--- src/rtl/apb_master_arbiter.sv ---
// Two-requester APB master: round-robin arbitration, SETUP/ACCESS sequencing,
// Pready wait states with timeout abort, and per-requester completion reporting.
module apb_master_arbiter #(
    parameter int ADDR_W  = 4,
    parameter int DATA_W  = 32,
    parameter int TIMEOUT = 16
) (
    input  logic              PCLK,
    input  logic              Presetn,
    input  logic              r0_valid,
    input  logic              r0_write,
    input  logic [ADDR_W-1:0] r0_addr,
    input  logic [DATA_W-1:0] r0_wdata,
    output logic              r0_ready,
    output logic              r0_resp_valid,
    output logic              r0_resp_err,
    output logic [DATA_W-1:0] r0_rdata,
    input  logic              r1_valid,
    input  logic              r1_write,
    input  logic [ADDR_W-1:0] r1_addr,
    input  logic [DATA_W-1:0] r1_wdata,
    output logic              r1_ready,
    output logic              r1_resp_valid,
    output logic              r1_resp_err,
    output logic [DATA_W-1:0] r1_rdata,
    output logic [ADDR_W-1:0] Paddr,
    output logic              Psel,
    output logic              Penable,
    output logic              Pwrite,
    output logic [DATA_W-1:0] Pwdata,
    input  logic              Pready,
    input  logic [DATA_W-1:0] Prdata
);

    typedef enum logic [1:0] {IDLE, SETUP, ACCESS} state_t;

    state_t                  state, state_nxt;
    logic                    last_gnt;
    logic                    owner;
    logic [7:0]              wcnt;
    logic [1:0]              gnt;
    logic                    done, abort, fin;
    logic [1:0]              rsp_vld, rsp_err;
    logic [1:0][DATA_W-1:0]  rsp_data;

    // The requester that did not win last time takes a tie.
    assign gnt[0] = r0_valid && (!r1_valid || last_gnt);
    assign gnt[1] = r1_valid && (!r0_valid || !last_gnt);

    assign done  = (state == ACCESS) && Pready;
    assign abort = (state == ACCESS) && !Pready && (wcnt == 8'(TIMEOUT - 1));
    assign fin   = done || abort;

    always_ff @(posedge PCLK or negedge Presetn) begin
        if (!Presetn) state <= IDLE;
        else          state <= state_nxt;
    end

    always_comb begin
        state_nxt = state;
        case (state)
            IDLE:    if (|gnt) state_nxt = SETUP;
            SETUP:   state_nxt = ACCESS;
            ACCESS:  if (fin) state_nxt = IDLE;
            default: state_nxt = IDLE;
        endcase
    end

    always_comb begin
        Psel     = (state == SETUP) || (state == ACCESS);
        Penable  = (state == ACCESS);
        r0_ready = (state == IDLE) && gnt[0];
        r1_ready = (state == IDLE) && gnt[1];
    end

    always_ff @(posedge PCLK or negedge Presetn) begin
        if (!Presetn) begin
            Paddr    <= '0;
            Pwrite   <= 1'b0;
            Pwdata   <= '0;
            owner    <= 1'b0;
            last_gnt <= 1'b1;
            wcnt     <= '0;
        end else begin
            if (state == IDLE && |gnt) begin
                Paddr    <= gnt[1] ? r1_addr  : r0_addr;
                Pwrite   <= gnt[1] ? r1_write : r0_write;
                Pwdata   <= gnt[1] ? r1_wdata : r0_wdata;
                owner    <= gnt[1];
                last_gnt <= gnt[1];
            end
            if (state == SETUP)
                wcnt <= '0;
            else if (state == ACCESS && !Pready && !abort)
                wcnt <= wcnt + 8'd1;
        end
    end

    // Completion status only reaches the owner; the other lane keeps its last result.
    always_ff @(posedge PCLK or negedge Presetn) begin
        if (!Presetn) begin
            rsp_vld  <= '0;
            rsp_err  <= '0;
            rsp_data <= '0;
        end else begin
            for (int i = 0; i < 2; i++) begin
                rsp_vld[i] <= fin && (owner == 1'(i));
                if (fin && (owner == 1'(i))) begin
                    rsp_err[i]  <= abort;
                    rsp_data[i] <= (done && !Pwrite) ? Prdata : '0;
                end
            end
        end
    end

    assign r0_resp_valid = rsp_vld[0];
    assign r0_resp_err   = rsp_err[0];
    assign r0_rdata      = rsp_data[0];
    assign r1_resp_valid = rsp_vld[1];
    assign r1_resp_err   = rsp_err[1];
    assign r1_rdata      = rsp_data[1];

endmodule

--- config.mk ---
export PLATFORM = sky130hd
export DESIGN_NAME = apb_master_arbiter
export DESIGN_NICKNAME = d
export VERILOG_FILES = /design/src/rtl/apb_master_arbiter.sv
export SDC_FILE = /design/constraint.sdc
export NUM_CORES = 1
export LEC_CHECK = 0
export ABC_AREA = 1
export CORE_ASPECT_RATIO = 0.6
export CORE_MARGIN = 5
export CORE_UTILIZATION = 25
export CTS_CLUSTER_SIZE = 24
export DETAILED_ROUTE_END_ITERATION = 10
export HOLD_SLACK_MARGIN = 0.02
export PLACE_DENSITY = 0.5
export SLEW_MARGIN = 10
export SYNTH_ARGS = -nofsm -noshare
export SYNTH_HDL_FRONTEND = slang
export SYNTH_SLANG_ARGS = --single-unit
--- constraint.sdc ---
create_clock -name PCLK -period 4.54 [get_ports PCLK]
set_clock_uncertainty 0.15 [all_clocks]
set_input_delay 0.908 -clock PCLK [delete_from_list [all_inputs] [get_ports PCLK]]
set_output_delay 0.908 -clock PCLK [all_outputs]
set_load 0.02 [all_outputs]
==> run summary <==
The clock power share came out at 25.2%. At the end of routability-driven placement, the weighted congestion stood at 0.7756. The residual antenna-violating net count after detailed routing is 0.

TritonCTS built the clock tree. The maximum clock rate came out at ~270 MHz. The setup TNS after final layout is 0 ns. The sequential standard cell area is 2929 um^2.

For this design, the sink count on the clock tree is 117. The synthesized design spends more area on one cell type than any other, namely dfrtp_1. In this run the worst path has a maximum fanout of 16.

The minimum period implied by the final worst setup slack is 3.729 ns. The core region is 20930 um^2. For this run, design rule violations remaining after detail routing come to 0.

In this run the power spent charging and discharging nets is between 2 and 2.5 mW. The initial antenna violation count is 0. The combinational share of power is 45.3%. The detailed-route wire length is 18.76 mm. The overall routing resource usage is 15.96%. The number of buffers inserted for hold repair after clock tree synthesis came out at 0. STA classifies the critical path endpoint as an output port. The multi-input combinational cell area is 2038 um^2. TritonCTS created 17 clock buffers.

Headroom to the max-slew limit came out at between 40% and 50%. For this design the ratio of total power to cell area is 705.2 nW/um^2. The post-DP HPWL came out at 13.07 mm. The net count of the mapped netlist is 721. The design internal power came out at 3.569 mW. The hold violation count in the final report is 0. The effective utilization at floorplan is 25.28%. The worst setup path is of the in -> out kind. The share of the synthesized area in the top cell type is 54.86%. The boundary pin count is 220. The repair_antennas step left the layout with diodes totalling 0.

The cell sitting at the root of the clock tree is a clkbuf_16. The post-detailed-route wirelength per cell is between 15 and 20 um. The synthesized area divided by synthesized cell count came out at slightly below 9 um^2. The total of endpoints with negative setup slack in the final report is 0. Post-CTS repair changed the size of 0 cells. The floorplan step defined a die boundary enclosing roughly 24000 um^2. The clock passes through at most 2 buffers. In this run the tool buffered the top-level ports with 219 buffer cells.

The switching power share of the total is 39.11%. The flow ran to the end, and the final reports show no timing, DRC or antenna violations. Clock-pin slew was measured on the worst setup and hold paths at approximately 0.050 ns.

The post-layout utilization of the core came out at 39.71%. The sum of overflow across all layers after global routing is 0. The final-report max-slew violation count is 0. The number of global-route vias before repair came out at 4941.

The data arrival time of the worst path came out at 2.67 ns. Sequential cells were found to cover between 50% and 60% of the synthesized design area. The layout has 2122 filler cells. The post-synthesis instance total came out at 605. The path class of the tightest hold or removal check is reg -> reg. The max-cap check violation count came out at 0. Entering global routing, the biggest net connects 60 pins. Leaving out fill and tap cells, the most frequent cell in the layout is clkdlybuf4s50_1. The hold path startpoint is r1_rdata[11]$_DFFE_PN0P_. The share of total power in sequential cells is 29.5%.

The fraction of final layout cells with drive strength greater than 1 is under 10%. The leakage power summed over all cells came out at approximately 3.8 nW. Tracing the worst setup path back leads to its startpoint at r1_valid. The worst setup path is launched from an input port. In the layout the commonest cells are clkdlybuf4s50_1 (218), nand2_1 (191), dfrtp_1 (116). The number of levels in the clock H-tree is 4.

The number of vias after detailed routing is 4946. The final worst-path cycle share came out at 82.15%. Setup repair after global routing left no endpoint under its margin. The total setup buffers inserted after CTS came out at 0. The synthesis-to-finish area growth came out at 57.08%. In the post-synthesis netlist, the biggest area contributors are dfrtp_1 (55%), nand2_1 (14%), nand4_1 (8.0%). During synthesis, Yosys emitted a total of 0 warnings.

The wire length of the first global-routing pass came out at 29.64 mm. After synthesis the netlist holds a flip-flop and latch count of 117. The worst reg2reg path startpoint is state[0]$_DFFE_PN0P_. The required time at the worst-slack endpoint came out at 3.48 ns. The total power after layout came out at 5.861 mW. The iteration-0 DRC count of the detailed router is 286. The pre-antenna-repair detailed-routing pass consisted of 4 iterations. The detail-routed via count per cell is 4.500. The floorplan has 41 rows. The die outline height is 122.7 um. The width of the chip came out at 197.8 um. For the pin with the worst max-slew slack, the measured transition is 0.7983 ns. After synthesis, the netlist uses 27 different library cells. The largest vdd supply drop is 273.3 uV. The netlist area before placement is between 5000 and 6000 um^2.

The final net count is roughly 920. The clock latency at the later pin of the worst-skew pair is 0.42 ns.
==> cells in the mapped netlist, drive strengths merged <==
master	instances
xor2	1
clkinv	2
a21oi	1
nand3	44
nand2	204
nand4	69
o21ai	7
a211oi	1
clkbuf	21
dfstp	1
inv	20
nand3b	1
or2	1
a31oi	37
ha	5
buf	24
nor2	50
dfrtp	116
==> worst max-delay path, cell delays in order <==
cell,delay (ns)
clkdlybuf4s50_1,0.83
nand2_1,0.14
nor2_1,0.16
clkdlybuf4s50_1,0.63
==> worst paths after layout <==
| check | endpoint | slack [ns] | cells after the start |
|---|---|---|---|
| worst max-delay path | r1_ready | 0.81 | 4 |
| worst min-delay path | r1_rdata[11]$_DFFE_PN0P_ | 0.32 | 2 |
| worst max register to register | r1_rdata[0]$_DFFE_PN0P_ | 2.31 | 7 |
| worst min register to register | r1_rdata[11]$_DFFE_PN0P_ | 0.32 | 2 |
| max in group asynchronous | last_gnt$_DFFE_PN1P_ | 2.97 | 2 |
| min in group asynchronous | r0_rdata[27]$_DFFE_PN0P_ | 0.43 | 1 |
==> cell type report <==
class                           count  area share (%)
Sequential cell                   117           35.24
Timing Repair Buffer              228           27.46
Tap cell                          279           4.200
Clock inverter                     11           2.168
Inverter                           22          0.9935
Multi-Input combinational cell    421           24.52
Clock buffer                       21           5.419
==> power groups by stage <==
stage	clock, mW	sequential (mW)	combinational (mW)
after floorplan	0	2.23	0.886
after global placement	0	1.75	2.70
after detailed placement	0	1.74	2.70
after CTS	1.51	1.73	2.70
after global routing	1.56	1.79	2.90
final	1.48	1.73	2.65
==> sequential cells by signal, indices dropped and copies added (netlist names) <==
| name | count |
|---|---|
| rsp_vld | 2 |
| Paddr | 4 |
| Pwrite | 1 |
| Pwdata | 32 |
| owner | 1 |
| r1_rdata | 32 |
| rsp_err | 2 |
| last_gnt | 1 |
| state | 2 |
| wcnt | 8 |
| r0_rdata | 32 |
==> through the flow <==
step / hold slack, ns / setup WS, ns / cell area [um^2] / cells
after CTS: 0.3212 / 0.8576 / 8312 / 1099
final: 0.3181 / 0.8106 / 8312 / 1099
after global routing: 0.3391 / 0.7196 / 8312 / 1099
after detailed placement: 0.3087 / 0.8603 / 7681 / 1067
after floorplan: 0.3181 / 1.668 / 5291 / 605
after global placement: 0.3049 / 0.8722 / 7681 / 1067
==> routing by layer <==
layer	vias to the layer above	part of all wire [%]	wire length [um]	track usage, %
met5	-	0	0	0
met4	0	1.2	223	4.557
met3	15	9.8	1842	7.325
met2	153	41	7616	21.23
met1	2329	48	9082	23.00
li1	2449	-	-	-
==> logic make-up after synthesis <==
group / after synthesis / share of synthesized area, %
buf+inv: 67 / 6.124
flops: 117 / 55.36
simple gates: 369 / 31.90
fa+ha+maj: 5 / 1.182
xor+xnor: 1 / 0.1656
compound gates: 46 / 5.273
No activity file was read; power rests on OpenSTA's default activity.
==> variant, RTL diff (same flow settings) <==
The parameter `ADDR_W` goes from 4 to 5.
--- a/src/rtl/apb_master_arbiter.sv
+++ b/src/rtl/apb_master_arbiter.sv
@@ -2,5 +2,5 @@
 // Pready wait states with timeout abort, and per-requester completion reporting.
 module apb_master_arbiter #(
-    parameter int ADDR_W  = 4,
+    parameter int ADDR_W  = 5,
     parameter int DATA_W  = 32,
     parameter int TIMEOUT = 16
Ports: changed (resized Paddr, r0_addr and r1_addr); port bits go from 220 to 223. The function was not compared with the original's and may differ.
==> variant against the original RTL <==
Via count is 0.79% higher. Synthesized area grew 1.8%. Final area grew 1.4%. Utilization grew 0.25 points. Power rose by 0.14%. Setup slack better by 0.041 ns. Critical endpoint unchanged. Highest routed layer unchanged. First-iteration DRC count down 13%. Wire length barely moved. Fmax increased by 1.1%. Cell count rose by 1.3%. Sequential cell count increased by 1. Non-clock buffer count rose by 5.
==> variant: results (changes against the original RTL) <==
Parameter                              Value

Logic synthesis
  Synthesized net count    734 (+1.8%)
  Most area-consuming cells after synthesis    sky130_fd_sc_hd__dfrtp_1 54%, sky130_fd_sc_hd__nand2_1 14%, sky130_fd_sc_hd__nand4_1 8.1%
  Post-synthesis sequential area ratio    54.8% (-0.51 points)
  Distinct cells, synth    28 (+3.7%)
  Ranking of synthesized cells by instance count    197 x sky130_fd_sc_hd__nand2_1, 117 x sky130_fd_sc_hd__dfrtp_1, 70 x sky130_fd_sc_hd__nand4_1
  Main flop type after synthesis    sky130_fd_sc_hd__dfrtp_1
  Gate Count Post-Synth    616 (+1.8%)
  Count of warnings emitted by yosys    0 (unchanged)

Outcome
  Outcome    finished clean

Route
  Total wire length after detailed routing    18,800 um (about the same)
  Vias/cell    4.48 (-0.48%)
  Total number of vias    4,985 (+0.79%)
  First-pass iteration count of the detailed router    4 (unchanged)
  Number of design-rule violations left by the first detailed-router iteration    250 (-13%)

Hold path
  Worst-case hold path end point    r1_rdata[20]$_DFFE_PN0P_
  Number of stages on the worst hold path    2 (unchanged)
  Min-delay src    r1_rdata[20]$_DFFE_PN0P_
  Type of the tightest min-delay check    reg2reg

Place
  Placed insts    1,082 (+1.4%)
  GP Congestion    0.774 (-0.19%)
  HPWL after DPL    13,100 um (-0.17%)
  Input/output buffers    222 (+1.4%)

Global route
  Largest net degree at the start of global routing    66 (+10%)
  Via count of the first global-routing pass    4,915 (-0.53%)
  Initial antenna violation count    0 (unchanged)
  First-pass GRT wire length    29,000 um (-2.2%)
  Overall track demand over capacity in global routing    15.2% (-0.75 points)

Cells and area
  Fraction of layout cells with a size suffix above 1    7.79% (+0.23 points)
  Count of filler cells inserted in the layout    2,159 (+1.7%)
  Final net count    940 (+1.8%)

STA
  Relative max-transition margin    40.7% (-6.0 points)

Setup path
  Number of cells on the worst reg-to-reg path    7 (unchanged)
  Largest driver fanout on the critical path    16 (unchanged)
  Worst stage delay on the critical path    0.81 ns (-0.02 ns)
  RR Endpoint    r0_rdata[3]$_DFFE_PN0P_
  Endpoint arrival time on the critical path    2.63 ns (-0.04 ns)
  Highest-delay cell along the critical path    sky130_fd_sc_hd__clkdlybuf4s50_1

CTS
  Number of H-tree branching levels    4 (unchanged)
  CTS buffer count    17 (unchanged)
  # resized after CTS    0 (unchanged)
  Clock transition time at the flip-flop clock pins of the worst setup and hold paths    0.05 ns (about the same)

Power and ir drop
  Peak supply drop    248 uV (-9.1%)
  Standby leakage power    3.85 nW (+1.6%)
-- variant: worst max-delay path, delay by kind of cell --
kind / cells / cell delay [ns]
buffers and inverters: 2 / 1.43
AND/OR/NAND/NOR: 2 / 0.29
-- variant: cell families after synthesis --
| logic type | synth area share [%] |
|---|---|
| compound gates | 5.11 |
| flops | 54.8 |
| fa+ha+maj | 1.16 |
| simple gates | 32.7 |
| buf+inv | 6.04 |
| xor+xnor | 0.163 |
-- variant: metrics by stage --
| step | utilization [%] | instance area, um2 | hold slack (ns) | setup WS (ns) |
|---|---|---|---|---|
| 2_1_floorplan | - | 5390 | 0.318 | 1.65 |
| 3_3_place_gp | 37.0 | 7810 | 0.305 | 0.865 |
| 3_5_place_dp | 37.0 | 7810 | 0.308 | 0.878 |
| 4_1_cts | 40.0 | 8430 | 0.323 | 0.864 |
| 5_1_grt | 40.0 | 8430 | 0.336 | 0.749 |
| 6_report | 40.0 | 8430 | 0.318 | 0.852 |
-- variant: area by class of cell --
cell class                 instances  area share, %
tap                              279           4.14
inverter                          23           1.02
timing repair buffer             233           27.5
clock buffer                      22           5.51
clock inverter                     9           1.78
sequential                       118           35.1
multi-input combinational        429           25.0
-- variant: power by group --
group | leakage [nW] | internal [mW] | switching, mW | total, mW
clock network | 0.296 | 0.941 | 0.482 | 1.42
registers | 1.49 | 1.50 | 0.256 | 1.75
logic | 2.07 | 1.12 | 1.57 | 2.69
-- variant: worst max path at each step --
stage	start	end	slack [ns]	cells after the start
CTS	r1_valid	r1_ready	0.86	4
detailed placement	r1_valid	r1_ready	0.88	4
floorplan	r1_valid	r0_ready	1.65	3
finish	r1_valid	r1_ready	0.85	4
global route	r1_valid	r1_ready	0.75	4
global placement	r1_valid	r1_ready	0.86	4
-- variant: layer usage --
layer / routed length (um) / part of all wire [%] / track usage [%]
met4: 210 / 1.1 / 3.94
met2: 7580 / 40 / 20.0
met5: 0 / 0 / 0
met1: 9000 / 48 / 21.6
met3: 1990 / 11 / 8.03
